[src/rtl/audio_i2s_pkg.sv]
// Shared I2S frame constants and helpers for the audio receive and transmit paths.
package audio_i2s_pkg;

  localparam int AUDIO_W = 16;
  localparam int SLOTS   = 32;
  localparam int SLOT_W  = $clog2(SLOTS);

  typedef logic [AUDIO_W-1:0] sample_t;
  typedef logic [SLOT_W-1:0]  slot_t;

  // MSB of each word sits one slot after the lrck edge; right LSB spills into slot 0.
  localparam slot_t LEFT_FIRST     = 5'd1;
  localparam slot_t LEFT_LAST      = 5'd16;
  localparam slot_t RIGHT_FIRST    = 5'd17;
  localparam slot_t RIGHT_LSB_SLOT = 5'd0;

  // Magnitude of a two's-complement sample; -32768 saturates to the largest positive value.
  function automatic sample_t sat_abs(input sample_t x);
    if (x == 16'h8000) return 16'h7FFF;
    if (x[AUDIO_W-1])  return ~x + 1'b1;
    return x;
  endfunction

endpackage

[src/rtl/audio_i2s_timing.sv]
// Free-running frame counter: derives mclk/lrck/sck and the per-slot capture strobe.
module audio_i2s_timing
  import audio_i2s_pkg::*;
#(
  parameter int BIT_LOG2     = 4,
  parameter int SAMPLE_PHASE = 10
) (
  input  logic                clk,
  input  logic                rst,
  output slot_t               slot,
  output logic [BIT_LOG2-1:0] phase,
  output logic                capture,
  output logic                mclk,
  output logic                lrck,
  output logic                sck
);

  localparam int CW = SLOT_W + BIT_LOG2;

  logic [CW-1:0] cnt;

  // Counter wraps once per frame; reset restarts timing at slot 0.
  always_ff @(posedge clk or posedge rst) begin
    if (rst) cnt <= '0;
    else     cnt <= cnt + 1'b1;
  end

  assign slot    = cnt[CW-1:BIT_LOG2];
  assign phase   = cnt[BIT_LOG2-1:0];
  assign capture = (phase == BIT_LOG2'(SAMPLE_PHASE));
  assign mclk    = cnt[1];
  assign lrck    = cnt[CW-1];
  assign sck     = cnt[BIT_LOG2-1];

endmodule

[src/rtl/i2s_audio_receiver.sv]
// I2S master-mode receiver: deserializes ADC frames into a valid/ready sample pair.
// Optional feature: define AUDIO_RX_PEAK_EN for per-channel peak magnitude tracking.
module i2s_audio_receiver
  import audio_i2s_pkg::*;
#(
  parameter int BIT_LOG2     = 4,
  parameter int SAMPLE_PHASE = 10
) (
  input  logic    clk,
  input  logic    rst,
`ifdef AUDIO_RX_PEAK_EN
  input  logic    peak_clear,
  output sample_t peak_left,
  output sample_t peak_right,
`endif
  input  logic    audio_sdout,
  output logic    audio_mclk,
  output logic    audio_lrck,
  output logic    audio_sck,
  output sample_t sample_left,
  output sample_t sample_right,
  output logic    sample_valid,
  input  logic    sample_ready,
  output logic    overrun,
  input  logic    clear_overrun
);

  slot_t               slot;
  logic [BIT_LOG2-1:0] phase;
  logic                capture;

  audio_i2s_timing #(.BIT_LOG2(BIT_LOG2), .SAMPLE_PHASE(SAMPLE_PHASE)) u_timing (
    .clk     (clk),
    .rst     (rst),
    .slot    (slot),
    .phase   (phase),
    .capture (capture),
    .mclk    (audio_mclk),
    .lrck    (audio_lrck),
    .sck     (audio_sck)
  );

  // The capture strobe already encodes the phase, so the raw phase is not needed here.
  logic timing_unused;
  assign timing_unused = ^phase;

  logic               sync1, sync2;
  sample_t            left_sh;
  logic [AUDIO_W-2:0] right_sh;
  logic               right_lsb;
  logic               load;
  logic               primed;

  // Two-flop synchronizer for the asynchronous ADC data line.
  always_ff @(posedge clk or posedge rst) begin
    if (rst) begin
      sync1 <= 1'b0;
      sync2 <= 1'b0;
    end else begin
      sync1 <= audio_sdout;
      sync2 <= sync1;
    end
  end

  // Slot-mapped shift-in; slot 0 carries the right LSB and completes the pair.
  always_ff @(posedge clk or posedge rst) begin
    if (rst) begin
      left_sh   <= '0;
      right_sh  <= '0;
      right_lsb <= 1'b0;
      load      <= 1'b0;
      primed    <= 1'b0;
    end else begin
      load <= 1'b0;
      if (capture) begin
        if (slot >= LEFT_FIRST && slot <= LEFT_LAST)
          left_sh <= {left_sh[AUDIO_W-2:0], sync2};
        else if (slot >= RIGHT_FIRST)
          right_sh <= {right_sh[AUDIO_W-3:0], sync2};
        else if (slot == RIGHT_LSB_SLOT) begin
          right_lsb <= sync2;
          load      <= primed;
        end
        // A full left word seen since reset means the next slot-0 completes a whole frame.
        if (slot == LEFT_LAST) primed <= 1'b1;
      end
    end
  end

  sample_t new_left, new_right;
  logic    overrun_evt;

  assign new_left    = left_sh;
  assign new_right   = {right_sh, right_lsb};
  assign overrun_evt = load && sample_valid && !sample_ready;

  // Holding register: a load always wins; otherwise a handshake empties it.
  always_ff @(posedge clk or posedge rst) begin
    if (rst) begin
      sample_left  <= '0;
      sample_right <= '0;
      sample_valid <= 1'b0;
    end else if (load) begin
      sample_left  <= new_left;
      sample_right <= new_right;
      sample_valid <= 1'b1;
    end else if (sample_valid && sample_ready) begin
      sample_valid <= 1'b0;
    end
  end

  // Sticky overrun; a new event beats a same-cycle clear.
  always_ff @(posedge clk or posedge rst) begin
    if (rst)                overrun <= 1'b0;
    else if (overrun_evt)   overrun <= 1'b1;
    else if (clear_overrun) overrun <= 1'b0;
  end

`ifdef AUDIO_RX_PEAK_EN
  sample_t abs_left, abs_right;
  assign abs_left  = sat_abs(new_left);
  assign abs_right = sat_abs(new_right);

  // Peak hold per channel; a clear coinciding with a load restarts from the new sample.
  always_ff @(posedge clk or posedge rst) begin
    if (rst) begin
      peak_left  <= '0;
      peak_right <= '0;
    end else if (load) begin
      peak_left  <= (peak_clear || abs_left  > peak_left)  ? abs_left  : peak_left;
      peak_right <= (peak_clear || abs_right > peak_right) ? abs_right : peak_right;
    end else if (peak_clear) begin
      peak_left  <= '0;
      peak_right <= '0;
    end
  end
`endif

endmodule
[config.mk]
export PLATFORM = sky130hd
export DESIGN_NAME = i2s_audio_receiver
export DESIGN_NICKNAME = d
export VERILOG_FILES = /design/src/rtl/audio_i2s_pkg.sv /design/src/rtl/audio_i2s_timing.sv /design/src/rtl/i2s_audio_receiver.sv
export SDC_FILE = /design/constraint.sdc
export NUM_CORES = 1
export LEC_CHECK = 0
export BUFFER_PORTS_ARGS = -buffer_cell sky130_fd_sc_hd__buf_2
export CORE_MARGIN = 2
export CORE_UTILIZATION = 60
export DETAILED_ROUTE_END_ITERATION = 8
export PLACE_DENSITY_LB_ADDON = 0.05
export SLEW_MARGIN = 20
export SYNTH_ARGS = -nofsm -noshare
export SYNTH_HDL_FRONTEND = slang
export SYNTH_SLANG_ARGS = --single-unit
[constraint.sdc]
create_clock -name clk -period 5.1 [get_ports clk]
set_clock_uncertainty 0.2 [all_clocks]
set_input_delay 0.255 -clock clk [delete_from_list [all_inputs] [get_ports clk]]
set_output_delay 0.255 -clock clk [all_outputs]
set_load 0.02 [all_outputs]
---- Word level (Yosys, flattened, before mapping) ----
Cells that the tools add are included.
operators by class
  add/sub/neg operators ................... 1
  order comparisons ....................... 3
  equality and inequality tests ........... 2
  muxes and demuxes ....................... 8
  bitwise operators ....................... 2
  reductions and logical operators ........ 12
operators with widths
  operator             count
  $add 9x1->9 const B  1
  $mux 1               8
  $eq 5x5->1 const B   1
  $ge 5x1->1 const B   1
  $ge 5x5->1 const B   1
  $le 5x5->1 const B   1
  $logic_not 5->1      1
  $eq 4x4->1 const B   1
  $logic_and 1x1->1    4
  $reduce_and 2->1     2
  $reduce_and 4->1     1
  $reduce_bool 2->1    2
  $reduce_and 3->1     1
  $not 1->1            2
  $logic_not 1->1      1
word-level totals
  flip-flop bits (word level) ............. 79
  output and inout port bits .............. 37
  logic and storage cells ................. 40

---- Longest topological paths before layout ----
  depth in word-level cells ............... 5
  depth in mapped cells ................... 7
  mapped depth without buffers ............ 5

---- Cells and area by module ----
Synthesis repeated with hierarchy kept, for this count alone.
unflattened totals
  cell total of the unflattened synthesis .. 192
  area, all modules ....................... 3,009.1 um^2
by module, submodules not included
  module              times used  cells an instance  area each (um^2)  sequential area each (um^2)
  i2s_audio_receiver  1           155                2,597.5           1,751.7
  audio_i2s_timing    1           37                 411.6             225.2

---- Least setup slack after synthesis ----
Ideal clock, no wire load.
  kind .................................... reg-to-reg
  start ................................... register u_timing.cnt[6]
  end ..................................... register left_sh[0]
  data arrival time ....................... 1.742 ns
  required time ........................... 4.775 ns
  path slack .............................. 3.033 ns
  cell stages (with the launch flop) ...... 5
  path buffers ............................ 1
  path through ............................ dfrtp_1 > or4_4 > mux2i_4 > buf_12 > mux2_4
between the ends
  longest elaborated chain between the ends .. 3
  elaborated cells on any way between the ends .. 4
  those cells by class .................... order compare: 2; reduce/logical: 2
RTL lines
  item                                             RTL line                  RTL
  start, declared                                  audio_i2s_timing.sv:20    logic [CW-1:0] cnt;
  start signal, assigned                           audio_i2s_timing.sv:25    else cnt <= cnt + 1'b1;
  $ge 5x1->1 / $le 5x5->1 (equally long branches)  i2s_audio_receiver.sv:76  if (slot >= LEFT_FIRST && slot <= LEFT_LAST)
  $logic_and 1x1->1 *                              i2s_audio_receiver.sv:76
  $reduce_and 2->1 (no line) *                     n/a
  end signal, assigned                             i2s_audio_receiver.sv:77  left_sh <= {left_sh[AUDIO_W-2:0], sync2};
  end, declared                                    i2s_audio_receiver.sv:48  sample_t left_sh;
Mark *: on every way between the ends. The rest lies on a longest branch, timed or not.
A chain may end at the register's enable or synchronous reset.

---- Worst setup path in the final report ----
  start ................................... register u_timing.cnt[6]
  end ..................................... register left_sh[10]
The elaborated chain is that of the path after synthesis.

==> impl_metrics.csv <==
group,metric,value,unit
cts,cts_tree,"done",
cts,cts_buffers,9,
floorplan,dieArea,5700,um2
outcome,status,"finished, violations left",
power,clkPwrFrac,43.1,%
yosys,synth_top_area_share,64.5,%
yosys,synth_edf_count,0,
cells_and_area,multi_input_area,1010,um2
cts,h-tree-depth,3,
cells_and_area,fin_util,70.7,%
setup_path,critPathLaunchType,"register",
yosys,syn_nets,193,
timing,relSlewSlack,36.9,%
detailed_routing,drt_iter0_markers,87,
timing,rsz0062_at_grt,"no",
power,irDropWorstVdd,0.244,mV
yosys,ys_ff_latch,79,
yosys,synth_area,3070,um2
global_route,grt_max_degree,80,
placement,hpwl,3140,um
power,p_int,906,uW
min_path,min_path_type,"primary input to async pin",
detailed_routing,route.vias.total,1595,
cts,path_clk_slew,0.08,ns
power,p_sw_share,20.2,%
yosys,synth_common_cells,"dfrtp_1 (79), mux2_2 (52), mux2_4 (12)",
floorplan,num_rows,26,
cells_and_area,nFillCells,366,
yosys,async_reset_ff_share,100,%
placement,place_congestion,0.746,
detailed_routing,drt-total-wl,4770,um
placement,io_buffer_count,41,
setup_path,criticalPathCategory,"register to register",
yosys,synth.top_cells.by_area,"dfrtp_1 (64%), mux2_2 (19%), mux2_4 (5.9%), xnor2_1 (1.1%), xor2_1 (0.86%)",
timing,fin_worst_hold_slack,-0.00337,ns
timing,finalCriticalPeriod,2.38,ns
cells_and_area,areaGrowthSynthToFinish,15.5,%
power,pwr-share-seq,55.5,%
yosys,synth_top_area_cell,"dfrtp_1",
yosys,netlist-cell-type-count,25,
floorplan,start_util,61.2,%
detailed_routing,wl_per_cell,15.4,um
global_route,gr-total-overflow,0,
timing,fmax,419,MHz
timing,worst_pin_slew,0.947,ns
yosys,yosysMostFrequentCell,"dfrtp_1",
yosys,synth.avg_cell_area,16.5,um2
timing,tns,0,ns
global_route,grt_use_total,18.5,%
cts,insertion_delay,0.33,ns
cts,cts-root-buf,"clkbuf_8",
cells_and_area,seq_area,1980,um2
setup_path,path_max_fanout,16,
setup_path,worstPathRequired,5.12,ns
job,drv_cap,0,
cells_and_area,drive_gt1_share,53.1,%
cts,clock_path_buffers,2,
timing,hold_viol,4,
power,power_density,320,nW/um2
detailed_routing,ant_nets,0,
detailed_routing,drc_errors,0,
setup_path,cp-end-kind,"register",
cts,cts_sinks,79,
detailed_routing,drt_pass1_iterations,4,
floorplan,die_h,75.5,um
yosys,ys_seq_area_share,64.5,%
floorplan,ioPinCount,42,
cells_and_area,fin_nets,241,
setup_path,arrival,2.40,ns
yosys,netlist_instances,186,
floorplan,core_area,5010,um2
power,p_sw,229,uW
power,power_frac_comb,1.4,%
outcome,failed_checks,"negative hold slack",
timing,slew_viol_final,0,
global_route,grt_pass1_wl,7780,um
cells_and_area,antennaDiodeCount,0,
detailed_routing,routed_via_density,5.16,
global_route,antenna_found_initial,0,
power,power.leakage,1.95,nW
timing,setup_viol,0,
yosys,synth_top_flop_cell,"dfrtp_1",
floorplan,die_w,75.5,um
global_route,grt_pass1_vias,1630,
yosys,yosysWarningCount,0,
timing,fin_crit_sh,46.8,%
logic make-up after synthesis:
group	Yosys count	share of synthesized area [%]
XOR/XNOR	7	2.00
AO/OA/AOI/OAI	3	0.816
adder cells (fa/ha/maj)	2	0.816
flip-flops	79	64.5
AND/OR/NAND/NOR	18	3.71
multiplexers	65	25.7
buffers and inverters	12	2.49
stage by stage:
stage	instances	hold slack (ns)	instance area, um2	setup slack (ns)	power (mW)
final	309	-0.00337	3540	2.72	1.13
after global routing	309	0.0261	3540	2.65	1.18
after CTS	309	0.00440	3540	2.73	1.14
after detailed placement	292	0.142	3320	2.75	0.658
after global placement	292	0.136	3320	2.78	0.657
after floorplan	186	0.0864	3070	2.62	0.652
power groups by stage:
| stage | Sequential (mW) | Clock, mW | Combinational [mW] |
|---|---|---|---|
| 4_1_cts | 0.629 | 0.497 | 0.0168 |
| 2_1_floorplan | 0.641 | 0 | 0.0110 |
| 3_5_place_dp | 0.642 | 0 | 0.0163 |
| 3_3_place_gp | 0.641 | 0 | 0.0154 |
| 5_1_grt | 0.629 | 0.529 | 0.0191 |
| 6_report | 0.629 | 0.489 | 0.0159 |
per-layer routing:
| metal | up-vias | global-route usage [%] | wire length, um |
|---|---|---|---|
| met1 | 820 | 25.0 | 2150 |
| met3 | 6 | 3.57 | 140 |
| met4 | 0 | 8.77 | 54 |
| met5 | - | 0 | 0 |
| li1 | 743 | - | - |
| met2 | 26 | 29.2 | 2430 |
worst max-delay path: stages, from the launching register on:
cell	delay, ns
dfrtp_1	0.43
or4_4	0.59
mux2i_4	0.63
mux2_2	0.42
final cells by class:
type / count / share of cell area (%)
well taps: 70 / 2.47
clock inverters: 6 / 2.40
repair buffers: 44 / 6.50
clock buffers: 10 / 3.60
flip-flops and latches: 79 / 55.8
multi-input cells: 95 / 28.6
inverters: 5 / 0.565
flip-flops by register name, summed over array words and instances, names as in the netlist:
| signal | count |
|---|---|
| left_sh | 16 |
| sample_left | 16 |
| sample_right | 16 |
| right_sh | 15 |
| u_timing.cnt | 9 |
| load | 1 |
| overrun | 1 |
| primed | 1 |
| right_lsb | 1 |
| sample_valid | 1 |
| sync1 | 1 |
| sync2 | 1 |
layout by cell type (no fill, tap or decap), types with 3 or more instances in the layout:
master    synthesis  routed
mux2_4           12      12
mux2_2           52      52
xor2_1            3       3
clkinv_2          0       3
dfrtp_1          79      79
xnor2_1           4       4
buf_2             0      41
clkbuf_8          0       9
nand2_1           3       3
inv_1             5       4
what timing repair did:
item | CTS | global route
buffers inserted | 0 | 0
hold buffers | 1 | 0
endpoints found under the hold margin | 1 | 0
gates resized for setup | 0 | 0
worst paths after layout:
| path | start | end | slack, ns | cells past startpoint |
|---|---|---|---|---|
| max | u_timing.cnt[6] | left_sh[10] | 2.72 | 3 |
| min reg2reg | sync1 | sync2 | 0.16 | 0 |
| min in group clk | clear_overrun | overrun | 0.01 | 3 |
| min | rst | sample_right[12] | -0.003 | 3 |
| max in group asynchronous | rst | sample_left[0] | 4.09 | 3 |
| max reg2reg | u_timing.cnt[6] | left_sh[10] | 2.72 | 3 |
Power figures use the tool's default switching activity.
